--- config.mk ---
export PLATFORM = sky130hd
export DESIGN_NAME = button_event
export DESIGN_NICKNAME = d
export VERILOG_FILES = /design/src/rtl/button_event_pkg.sv /design/src/rtl/button_event.sv
export SDC_FILE = /design/constraint.sdc
export NUM_CORES = 1
export LEC_CHECK = 0
export ABC_CLOCK_PERIOD_IN_PS = 2300
export CAP_MARGIN = 20
export CORE_ASPECT_RATIO = 1.5
export CORE_MARGIN = 3
export CORE_UTILIZATION = 55
export DETAILED_ROUTE_END_ITERATION = 10
export DONT_BUFFER_PORTS = 1
export GPL_TIMING_DRIVEN = 1
export MAX_ROUTING_LAYER = met4
export PLACE_DENSITY = 0.7
export SYNTH_ARGS = -nofsm -noshare
export SYNTH_HDL_FRONTEND = slang
export SYNTH_SLANG_ARGS = --single-unit
--- constraint.sdc ---
create_clock -name clk -period 2.3 [get_ports clk]
set_input_delay 0.115 -clock clk [delete_from_list [all_inputs] [get_ports clk]]
set_output_delay 0.115 -clock clk [all_outputs]
set_load 0.02 [all_outputs]
--- src/rtl/button_event_pkg.sv ---
// button_event shared types.
// State encoding and the registered event bundle.
package button_event_pkg;

  typedef logic [1:0] state_t;

  localparam state_t ARM     = 2'd0;
  localparam state_t IDLE    = 2'd1;
  localparam state_t PRESSED = 2'd2;
  localparam state_t LONG    = 2'd3;

  typedef struct packed {
    logic press;
    logic rel;
    logic lng;
    logic rpt;
  } ev_t;

endpackage

--- src/rtl/button_event.sv ---
// button_event: debounced level to one-cycle press/release/
// long-press/repeat events, plus a held level.
module button_event
  import button_event_pkg::*;
#(
  parameter int LONG_CYCLES   = 50_000_000,
  parameter int REPEAT_CYCLES = 10_000_000,
  parameter bit REPEAT_EN     = 1'b1,
  parameter int CNT_W         = 26
) (
  input  logic clk,
  input  logic rstn,
  input  logic button_clean,
  output logic press,
  output logic release_pulse,
  output logic long_press,
  output logic repeat_pulse,
  output logic held
);

  if (LONG_CYCLES < 2) begin : g_long_chk
    $error("LONG_CYCLES must be >= 2");
  end
  if (REPEAT_CYCLES < 2) begin : g_rpt_chk
    $error("REPEAT_CYCLES must be >= 2");
  end
  if ((64'd1 << CNT_W) <= 64'(LONG_CYCLES) ||
      (64'd1 << CNT_W) <= 64'(REPEAT_CYCLES)) begin : g_w_chk
    $error("CNT_W too narrow");
  end

  localparam logic [CNT_W-1:0] LONG_LAST =
    CNT_W'(LONG_CYCLES - 1);
  localparam logic [CNT_W-1:0] RPT_LAST =
    CNT_W'(REPEAT_CYCLES - 1);

  state_t           state_q, state_d;
  logic [CNT_W-1:0] cnt_q, cnt_d;
  ev_t              ev_q, ev_d;

  always_ff @(posedge clk or negedge rstn) begin
    if (!rstn) begin
      state_q <= ARM;
      cnt_q   <= '0;
      ev_q    <= '0;
    end else begin
      state_q <= state_d;
      cnt_q   <= cnt_d;
      ev_q    <= ev_d;
    end
  end

  always_comb begin
    state_d = state_q;
    cnt_d   = cnt_q;
    unique case (state_q)
      ARM: begin
        if (!button_clean) state_d = IDLE;
      end
      IDLE: begin
        if (button_clean) begin
          state_d = PRESSED;
          cnt_d   = '0;
        end
      end
      PRESSED: begin
        if (!button_clean) begin
          state_d = IDLE;
        end else if (cnt_q == LONG_LAST) begin
          state_d = LONG;
          cnt_d   = '0;
        end else begin
          cnt_d = cnt_q + 1'b1;
        end
      end
      LONG: begin
        if (!button_clean) begin
          state_d = IDLE;
        end else if (cnt_q == RPT_LAST) begin
          cnt_d = '0;
        end else begin
          cnt_d = cnt_q + 1'b1;
        end
      end
    endcase
  end

  // Release is tested first so it always beats long/repeat.
  always_comb begin
    ev_d = '0;
    unique case (state_q)
      ARM: ;
      IDLE: ev_d.press = button_clean;
      PRESSED: begin
        if (!button_clean)          ev_d.rel = 1'b1;
        else if (cnt_q == LONG_LAST) ev_d.lng = 1'b1;
      end
      LONG: begin
        if (!button_clean)         ev_d.rel = 1'b1;
        else if (cnt_q == RPT_LAST) ev_d.rpt = REPEAT_EN;
      end
    endcase
  end

  assign press         = ev_q.press;
  assign release_pulse = ev_q.rel;
  assign long_press    = ev_q.lng;
  assign repeat_pulse  = ev_q.rpt;
  assign held = (state_q == PRESSED) || (state_q == LONG);

endmodule

==> results.tsv <==
metric	value	unit
status	completed	
dp_hpwl	2779	um
synth_warnings	0	
pin_count	8	
required	2430	ps
met3_length	130	um
synth_top_area_cell	dfrtp_1	
critPathBufInv	2	
cp-start-kind	flip-flop	
yosysTopAreaCellShare	44.17	%
r2r_start	state_q[0]	
rsz0062_at_grt	no	
critPathTopFamily	simple AND/OR/NAND/NOR gates	
setup_ws	139.7	ps
die_h	76.32	um
yosys-top-cells-area	dfrtp_1 (44%), xor2_1 (8.2%), nand4_1 (4.8%)	
cts_max_level	2	
setup.worst_path.end_class	flip-flop	
viasPerCell	6.100	
gr-total-overflow	0	
min_period_over_period	93.93	%
synth_xor_area_share	9.179	%
critPathArrivalTime	2290	ps
diodes	0	
clockBufferDepth	2	
crit_slowest_cell	or3_4	
grt_max_degree	33	
area_delta_synth_final	11.32	%
slew_violations	0	
synth-compound-area-share	10.49	%
hold_class	in -> reg	
critPathKind	reg -> reg	
clkLatencyLatePin	280	ps
syn_nets	196	
hp-start	button_clean	
portBuffers	0	
seqCellArea	800.8	sq um
drive_gt1_share	11.94	%
layout.nets	208	
clk_pin_slew	60	ps
p_per_area	782.3	mW/mm^2
fp-row-count	24	
synth-simple-area-share	30.37	%
place_congestion	0.8926	
synthCells	188	
syn_area_per_cell	9.644	sq um
cap_viol_max_count	0	
clock.fmax	462.9	MHz
fin_setup_tns	0	ps
dieArea	0.004036	sq mm
grt_pass1_wl	7072	um
synthMuxAreaShare	0	%
period_minus_slack	2160	ps
top_layer	met4	
ys.flop_type	dfrtp_1	
worstPathCellList	inv_1, ha_1, or3_4, a21o_2, nor3_2, buf_4, a211oi_1	
postCtsSetupBuffers	0	
drtPass1Iterations	4	
ys_async_sr_fraction	100.0	%
cts.sink_count	32	
synth_seq_cells	32	
finalHoldViolCount	0	
wl_met1	1650	um
tightest_slew	578.6	ps
synth-edff-count	0	
yosysSeqAreaShare	44.17	%
max-vdd-ir-drop	0.0005178	V
antenna_found_initial	0	
core_area	0.003033	sq mm
route.detailed.drc	0	
start_util	59.78	%
synth_top_family_by_area	simple AND/OR/NAND/NOR gates	
via_count	1464	
setup_viol	0	
path_max_fanout	20	
clock_skew	4.099	ps
leakage	0.8983	nW
ys_types	43	
yosys.area_share.adder	3.451	%
met2_length	2113	um
root_buffer	clkbuf_8	
fp.dieW	52.88	um
cp-startpoint	state_q[0]	
multiInputGateArea	970.9	sq um
syn_area	0.001813	sq mm
max_stage_delay	420	ps
post-place-ws	104.6	ps
drt_iter0_drc	60	
wirelength	3963	um
cts_inserted_buffers	5	
max_slew_margin	61.22	%
ant_nets	0	
grt_usage	23.59	%
tritoncts	done	
grt_pass1_vias	1545	
routedWlPerCell	16.51	um
fillers	250	
cell type report:
class | count | area share (%)
clock buffer | 8 | 4.464
timing repair buffer | 10 | 4.588
inverter | 4 | 0.7440
multi-input combinational | 147 | 48.11
tap | 39 | 2.418
sequential | 32 | 39.68
cells in the mapped netlist (3+ instances only):
cell,n
dfrtp_1,32
nand2_1,21
nor2_1,21
xor2_1,17
nand4_1,14
nand3_1,7
and3_1,6
o21ai_0,6
and2_1,5
ha_1,5
inv_1,4
nor4_1,4
o22ai_1,4
a21oi_1,3
nor2b_1,3
sequential cells by signal (all words and copies together), names as in the netlist:
register       cells
long_press         1
repeat_pulse       1
state_q            2
press              1
release_pulse      1
cnt_q             26
repair_timing:
item / 4_1_cts / 5_1_grt
hold endpoints to repair: 34 / 0
hold buffers: 3 / 0
setup endpoints to repair: 0 / 2
resized for setup: 0 / 1
layout by cell type (no fill, tap or decap), drive strengths merged, types with 4 or more instances in the layout:
master and instances:
nand3 7, and3 6, buf 8, dfrtp 32
o21ai 6, ha 5, nor4 6, a21boi 4
o22ai 4, inv 4, xor2 17, nand4 14
and2 5, nor3 4, nand2 21, nor2 21
clkbuf 8
power by group:
group / leakage, nW / internal, mW / switching (mW) / total [mW]
Sequential: 0.435 / 0.613 / 0.0608 / 0.673
Clock: 0.0455 / 0.244 / 0.192 / 0.436
Combinational: 0.417 / 0.160 / 0.309 / 0.470
path summary, 6_finish.rpt:
check,to,slack (ps),depth (start not counted)
min in group asynchronous,cnt_q[15],280,2
worst max register to register,cnt_q[6],140,7
worst min-delay path,state_q[0],60,2
max in group asynchronous,cnt_q[3],1850,2
worst min register to register,cnt_q[0],540,1
worst max-delay path,cnt_q[6],140,7
through the flow:
step                      hold slack, ps  std cells  total power, mW  utilization [%]  cell area, sq um
final                              64.80        240            1.579            66.54              2018
after global routing               99.98        240            1.672            66.54              2018
after CTS                          69.77        240            1.586            66.50              2017
after detailed placement          -179.9        229            1.128            62.21              1887
after global placement            -180.0        229            1.092            62.21              1887
after floorplan                   -180.6        188            1.018                -              1813
layer usage:
metal  vias up  track usage [%]
met5         -                -
met4         0            10.23
met3         6            5.284
met2        35            36.44
met1       721            28.93
li1        702                -
cell families (layout without fill, tap and decap cells):
group | after synthesis | after routing
AND/OR/NAND/NOR | 98 | 98
flip-flops | 32 | 32
XOR/XNOR | 19 | 19
AO/OA/AOI/OAI | 25 | 25
adder cells (fa/ha/maj) | 5 | 5
buffers and inverters | 9 | 22
(Power assumes the default switching activity.)
